--- src/rtl/bp_boot_rom_loader.sv ---
// Boot ROM loader: walks a combinational boot ROM and streams each word with its physical
// address over a valid/ready port. Optional XOR checksum: BP_BOOT_ROM_LOADER_CHECKSUM_EN.
module bp_boot_rom_loader #(
  parameter int unsigned boot_rom_width_p = 64,
  parameter int unsigned boot_rom_els_p   = 4,
  parameter int unsigned paddr_width_p    = 40,
  parameter logic [63:0] base_addr_p      = '0,
  localparam int unsigned rom_addr_width_lp = (boot_rom_els_p > 1) ? $clog2(boot_rom_els_p) : 1
) (
  input  logic                         clk_i,
  input  logic                         reset_i,
  input  logic                         start_i,
  output logic [rom_addr_width_lp-1:0] boot_rom_addr_o,
  input  logic [boot_rom_width_p-1:0]  boot_rom_data_i,
  output logic [paddr_width_p-1:0]     addr_o,
  output logic [boot_rom_width_p-1:0]  data_o,
  output logic                         v_o,
  input  logic                         ready_i,
  output logic                         busy_o,
  output logic                         done_o
`ifdef BP_BOOT_ROM_LOADER_CHECKSUM_EN
  ,
  output logic [boot_rom_width_p-1:0]  csum_o
`endif
);

  localparam logic [1:0] StIdle  = 2'd0;
  localparam logic [1:0] StFetch = 2'd1;
  localparam logic [1:0] StSend  = 2'd2;
  localparam logic [1:0] StDone  = 2'd3;

  localparam logic [rom_addr_width_lp-1:0] last_idx_lp =
      rom_addr_width_lp'(boot_rom_els_p - 1);
  localparam logic [paddr_width_p-1:0] base_lp   = paddr_width_p'(base_addr_p);
  localparam logic [paddr_width_p-1:0] stride_lp = paddr_width_p'(boot_rom_width_p / 8);

  logic [1:0]                   state_q, state_d;
  logic [rom_addr_width_lp-1:0] idx_q, idx_d;
  logic [paddr_width_p-1:0]     addr_q, addr_d;
  logic [boot_rom_width_p-1:0]  data_q, data_d;
  logic                         v_q, v_d;
  logic                         busy_q, busy_d;
  logic                         done_q, done_d;

  logic                         handshake;
  logic                         start_accept;
  logic [paddr_width_p-1:0]     word_addr;

  assign handshake    = v_q & ready_i;
  assign start_accept = start_i & ((state_q == StIdle) | (state_q == StDone));
  // Address wraps silently modulo 2^paddr_width_p.
  assign word_addr    = base_lp + paddr_width_p'(idx_q) * stride_lp;

  always_comb begin
    state_d = state_q;
    idx_d   = idx_q;
    addr_d  = addr_q;
    data_d  = data_q;
    v_d     = v_q;
    busy_d  = busy_q;
    done_d  = done_q;
    unique case (state_q)
      StIdle, StDone: begin
        if (start_accept) begin
          state_d = StFetch;
          idx_d   = '0;
          busy_d  = 1'b1;
          done_d  = 1'b0;
        end
      end
      StFetch: begin
        // ROM address settled last cycle, so the data port is valid now.
        data_d  = boot_rom_data_i;
        addr_d  = word_addr;
        v_d     = 1'b1;
        state_d = StSend;
      end
      StSend: begin
        if (handshake) begin
          v_d = 1'b0;
          if (idx_q == last_idx_lp) begin
            state_d = StDone;
            busy_d  = 1'b0;
            done_d  = 1'b1;
          end else begin
            idx_d   = idx_q + 1'b1;
            state_d = StFetch;
          end
        end
      end
      default: state_d = StIdle;
    endcase
  end

  always_ff @(posedge clk_i) begin
    if (reset_i) begin
      state_q <= StIdle;
      idx_q   <= '0;
      addr_q  <= '0;
      data_q  <= '0;
      v_q     <= 1'b0;
      busy_q  <= 1'b0;
      done_q  <= 1'b0;
    end else begin
      state_q <= state_d;
      idx_q   <= idx_d;
      addr_q  <= addr_d;
      data_q  <= data_d;
      v_q     <= v_d;
      busy_q  <= busy_d;
      done_q  <= done_d;
    end
  end

  assign boot_rom_addr_o = idx_q;
  assign addr_o          = addr_q;
  assign data_o          = data_q;
  assign v_o             = v_q;
  assign busy_o          = busy_q;
  assign done_o          = done_q;

`ifdef BP_BOOT_ROM_LOADER_CHECKSUM_EN
  logic [boot_rom_width_p-1:0] csum_q, csum_d;

  always_comb begin
    csum_d = csum_q;
    if (start_accept) begin
      csum_d = '0;
    end else if (handshake) begin
      csum_d = csum_q ^ data_q;
    end
  end

  always_ff @(posedge clk_i) begin
    if (reset_i) begin
      csum_q <= '0;
    end else begin
      csum_q <= csum_d;
    end
  end

  assign csum_o = csum_q;
`endif

  // A stalled word must stay put until the consumer takes it.
  hold_while_stalled: assert property (@(posedge clk_i) disable iff (reset_i)
      (v_q && !ready_i) |=> (v_q && $stable(addr_q) && $stable(data_q)));
  valid_implies_busy: assert property (@(posedge clk_i) disable iff (reset_i)
      v_q |-> busy_q);
  busy_done_exclusive: assert property (@(posedge clk_i) disable iff (reset_i)
      !(busy_q && done_q));

endmodule

--- config.mk ---
export PLATFORM = sky130hd
export DESIGN_NAME = bp_boot_rom_loader
export DESIGN_NICKNAME = d
export VERILOG_FILES = /design/src/rtl/bp_boot_rom_loader.sv
export SDC_FILE = /design/constraint.sdc
export NUM_CORES = 1
export LEC_CHECK = 0
export ABC_CLOCK_PERIOD_IN_PS = 5000
export BUFFER_PORTS_ARGS = -buffer_cell sky130_fd_sc_hd__buf_2
export CORE_MARGIN = 8
export CORE_UTILIZATION = 47
export DETAILED_ROUTE_END_ITERATION = 8
export GPL_TIMING_DRIVEN = 0
export MAX_ROUTING_LAYER = met4
export PLACE_DENSITY = 0.83
export SLEW_MARGIN = 10
export SYNTH_ARGS = -nofsm -noshare
export SYNTH_HDL_FRONTEND = slang
export SYNTH_SLANG_ARGS = --single-unit
--- constraint.sdc ---
create_clock -name clk_i -period 5 [get_ports clk_i]
set_clock_uncertainty 0.05 [all_clocks]
set_input_delay 0.25 -clock clk_i [delete_from_list [all_inputs] [get_ports clk_i]]
set_output_delay 0.25 -clock clk_i [all_outputs]
set_load 0.02 [all_outputs]
Yosys cells after proc, flatten, opt, wreduce, memory -nomap -nowiden
Index checks and enable logic that the tools add are counted.

Logic and storage cells: 45. Output and inout port bits: 109. Register bits after elaboration: 73.

Reduce and logical (&&, ||, !) cells: 8. Muxes and demuxes: 18. Add/sub/neg operators: 1. Bitwise operators: 3. Eq/ne operators: 8.

Operators by type and width (number): $mux 2 (6); $ne 2x2->1 const B (4); $reduce_and 4->1 (2); $mux 1 (7); $eq 2x2->1 const B (3); $pmux 1 s2 (3); $pmux 2 s3 (1); $pmux 2 s2 (1); $reduce_and 2->1 (2); $reduce_bool 2->1 (2); $add 2x1->2 const B (1); $and 1x1->1 (2); $eq 2x1->1 const B (1); $logic_not 2->1 (1); $reduce_or 2->1 (1); $or 1x1->1 (1).

Logic depth before layout (Yosys ltp)
Word-level depth: 5. Gate-level depth with buffers: 7. Depth with buffers taken out: 5.

Worst setup path before layout
OpenSTA, ideal clock, no wires.

Path type: flip-flop to flip-flop. Start point: reg state_q[0]. End point: reg idx_q[0], in the netlist boot_rom_addr_o[0]. Path buffers: 0. Period minus slack after synthesis: 1595 ps. Stages on the path, launching flop included: 6. Slack: 3405 ps. Data arrival time: 1471 ps. Setup time: 74 ps. Path through: dfxtp_1 inv_1 ha_1 mux2i_1 or4_1 a31oi_1.

Word-level cells in the longest chain between the ends: 5. Elaborated cells between the ends (all ways): 12. Classes of those cells: 5 x eq/ne; 1 x mux; 2 x bitwise; 4 x reduce/logical.

Ends and longest elaborated chain: start, declared (line 37) `logic [1:0] state_q, state_d;`; start signal, assigned (line 97) `state_q <= StIdle;`; start signal, assigned (line 105) `state_q <= state_d;`; $eq 2x2->1 or $logic_not 2->1 (tied branches) (line 50, 62); $or 1x1->1 (line 50) `assign start_accept = start_i & ((state_q == StIdle) | (state_q == StDone));`; $and 1x1->1 (line 50); $ne 2x2->1 (no line); $reduce_and 4->1 (no line); end signal, assigned (line 106) `idx_q <= idx_d;`; end, declared (line 38) `logic [rom_addr_width_lp-1:0] idx_q, idx_d;`.

Parallel ways exist; a longest one is shown, timed or not. A chain may end at the register's enable or synchronous reset.

Worst setup path after layout
Start point: reg state_q[1]. End point: reg data_q[7], in the netlist data_o[7].

Word-level cells in the longest chain between the ends: 1.

Ends and longest elaborated chain: $eq 2x1->1 (line 62) `unique case (state_q)`; end signal, assigned (line 108) `data_q <= data_d;`; end, declared (line 40) `logic [boot_rom_width_p-1:0] data_q, data_d;`.

No other way between the ends.

==> impl_results.rst <==
.. list-table::
   :header-rows: 1

   * - Metric
     - Value
   * - Fraction of synthesized area in multiplexers
     - 22.33%
   * - Minimum hold slack
     - 0.09708 ns
   * - Overall power after layout
     - 1.621 mW
   * - Fin area
     - 4209 um^2
   * - Detailed placer's ending HPWL
     - 6.226 mm
   * - Total number of yosys warnings
     - 0
   * - Synth Instances
     - 306
   * - Final cell count without fillers
     - 574
   * - Flop and latch count out of synthesis
     - 73
   * - Most frequent cell on the critical path
     - sky130_fd_sc_hd__buf_2
   * - CP max stage cell
     - sky130_fd_sc_hd__dfxtp_1
   * - Most used DFF post-synth
     - sky130_fd_sc_hd__dfxtp_1
   * - DIE AREA
     - 9333 um^2
   * - Std cell rows
     - 29
   * - Largest family of logic cells by synthesized area
     - multiplexers
   * - Area of the core
     - 6314 um^2
   * - Wire per inst
     - 13.38 um
   * - Maximum number of pins on one net before global-route repair
     - 13
   * - Run status
     - complete, no violations
   * - Initial drt markers
     - 74
   * - Count of unique library cells instantiated by Yosys
     - 30
   * - Net count reported at finish
     - 566
   * - Minimum setup slack in the final design
     - 3.288 ns
   * - Initial standard-cell utilization of the core
     - 48.37%
   * - Kind of critical path
     - register to register
   * - Final Core Density
     - 66.67%
   * - Wire length of the first global-routing pass
     - 12.83 mm
   * - Hold bufs inserted after CTS
     - 0
   * - Hold Vio Cnt, Final
     - 0
   * - Xor and xnor fraction of the mapped netlist area
     - 0%
   * - Largest driver fanout on the critical path
     - 10
   * - Kind of path behind the tightest hold check
     - input pin to register
   * - Post-synthesis sequential area ratio
     - 47.85%
   * - TritonCTS clock tree
     - yes
   * - Worst stage delay on the critical path
     - 0.34 ns
   * - Antenna cell count
     - 0
   * - Longest Clk Path Bufs
     - 2
   * - Signal arrival time at the worst endpoint
     - 1.87 ns
   * - Routed WL
     - 7.681 mm
   * - Via count of the first global-routing pass
     - 2,776
   * - Count of input and output buffers
     - 138
   * - Final setup viols
     - 0
   * - CTS sink cnt
     - 73
   * - Endpoint type of the worst setup path
     - register
   * - Number of placed instances with taps included
     - 558
   * - Initial DRT Pass Iterations
     - 4
   * - Via density
     - 4.493
   * - CP Data Required Time
     - 5.16 ns
   * - Routability congestion estimate
     - 0.7861
   * - Setup TNS
     - 0 ns
   * - Max-slew violation total from the final report
     - 0
   * - Clock period minus worst slack
     - 1.712 ns
   * - Post-Synth Simple-Gate Area
     - 11.27%
   * - Total clock buffers created by CTS
     - 9
   * - H-tree level count
     - 3
   * - Max cap viols
     - 0
   * - Signed area change from the synthesized netlist to the final layout
     - 37.81%
   * - Insertion delay to the later sink of the worst-skew pair
     - 0.33 ns
   * - Height of the die
     - 96.61 um
   * - Synth Area in Compound Gates
     - 3.564%
   * - Clock slew at reported path FFs
     - 0.07 ns
   * - GRT Residual Overflow
     - 0
   * - Clk Tree Root Cell
     - sky130_fd_sc_hd__clkbuf_8
   * - Number of I/O pins
     - 177
   * - Quantity of gates resized following cts
     - 0
   * - ANT nets after route
     - 0
   * - Post-placement worst setup slack
     - 3.272 ns
   * - Power per cell area
     - 385.2 nW/um^2
   * - Worst ir drop on vdd
     - 0.2484 mV
   * - Highest Clock Rate
     - 584.1 MHz
   * - Total leakage power
     - 2.210 nW
   * - Element type at the critical path start
     - register
   * - RSZ-0062 raised after global routing
     - no
   * - Fill cells
     - 521
   * - Setup Buffers After CTS
     - 0
   * - Number of synthesized flops with an enable pin
     - 0
   * - Remaining design rule violation count
     - 0
   * - Arithmetic-cell share of the synthesized area counting full adders, half adders and majority gates
     - 2.458%
   * - Initial antenna violation count
     - 0
   * - Post-synthesis instance area
     - 3054 um^2
   * - Layout cells sized above 1
     - 41.05%
   * - Average footprint of a synthesized cell
     - 9.981 um^2
   * - Total placed instance area
     - 3980 um^2
   * - Number of vias after detailed routing
     - 2,579
   * - Share of the cycle needed by the critical path after routing
     - 34.24%
   * - Die outline width
     - 96.61 um
   * - Share of synthesized registers carrying an async set or reset
     - 0%
   * - Overall global routing resource usage
     - 16.72%
   * - Crit-path cells
     - inv_1 -> ha_1 -> buf_2 -> buf_2 -> buf_4 -> mux2i_1 -> nor2_1
[cell usage in the layout (no fill, tap or decap), drive strengths merged]
cell type  instances
buf              185
dfxtp             73
mux2i             67
nor2              67
conb              38
clkbuf            19
a21oi              7
ha                 6
nand2              4
inv                3
o21ai              3
or3                2
nor3               2
clkinv             2
bufinv             2
a21boi             1
nor2b              1
nand3b             1
and2               1
a22o               1
o21ba              1
nand3              1
or4                1
a31oi              1
and3               1
or3b               1
or2b               1
a311o              1
a32oi              1
mux2               1
a211oi             1
clkinvlp           1
[critical path: cells and delay by family (launching register included)]
family / cells / cell delay [ns]
simple gates: 1 / 0.05
mux: 1 / 0.23
flops: 1 / 0.34
fa+ha+maj: 1 / 0.13
buf+inv: 4 / 0.79
[synth_stat cells, types with 2 or more instances]
master	number	area share, %
sky130_fd_sc_hd__a21oi_1	7	1.1
sky130_fd_sc_hd__buf_2	6	0.98
sky130_fd_sc_hd__buf_4	41	10
sky130_fd_sc_hd__clkbuf_1	8	0.98
sky130_fd_sc_hd__dfxtp_1	73	48
sky130_fd_sc_hd__ha_1	6	2.5
sky130_fd_sc_hd__inv_1	3	0.37
sky130_fd_sc_hd__mux2i_1	67	22
sky130_fd_sc_hd__nand2_1	4	0.49
sky130_fd_sc_hd__nor2_1	67	8.2
sky130_fd_sc_hd__nor3_1	2	0.33
sky130_fd_sc_hd__o21ai_0	3	0.49
sky130_fd_sc_hd__or3_1	2	0.41
[per-layer routing]
metal,global-route usage [%],wire length (um)
met5,-,0
met4,6.154,90
met3,7.610,759
met2,26.20,3418
met1,18.22,3413
[path summary, 6_finish.rpt]
path	start	endpoint	slack, ns	cells past startpoint
min reg2reg	data_o[15]$_SDFFE_PP0P_	data_o[15]$_SDFFE_PP0P_	0.44	2
max	state_q[1]$_SDFFE_PP0P_	data_o[7]$_SDFFE_PP0P_	3.29	7
min	boot_rom_data_i[63]	data_o[63]$_SDFFE_PP0P_	0.1	3
max reg2reg	state_q[1]$_SDFFE_PP0P_	data_o[7]$_SDFFE_PP0P_	3.29	7
[kinds of logic after synthesis]
family | Yosys count
other cells | 1
flops | 73
fa+ha+maj | 6
mux | 68
simple gates | 83
compound gates | 17
buf+inv | 58
[state kept, by name (all words and copies together) (netlist names)]
| register | cells |
|---|---|
| addr_o | 2 |
| boot_rom_addr_o | 2 |
| busy_o | 1 |
| data_o | 64 |
| done_o | 1 |
| state_q | 2 |
| v_o | 1 |
[where the power goes]
| group | total [mW] | switching, mW | internal [mW] |
|---|---|---|---|
| Sequential | 0.675 | 0.0321 | 0.643 |
| Combinational | 0.436 | 0.252 | 0.184 |
| Clock | 0.511 | 0.204 | 0.306 |
| Total | 1.62 | 0.488 | 1.13 |
[layout make-up]
class,instances,area (um^2),share of cell area [%]
tap,77,96.34,2.289
timing repair buffer,138,690.7,16.41
clock inverter,5,77.57,1.843
sequential,73,1461,34.72
inverter,3,11.26,0.2675
clock buffer,11,151.4,3.597
buffer,55,367.9,8.740
multi-input combinational,212,1353,32.13
Power figures use the tool's default switching activity.
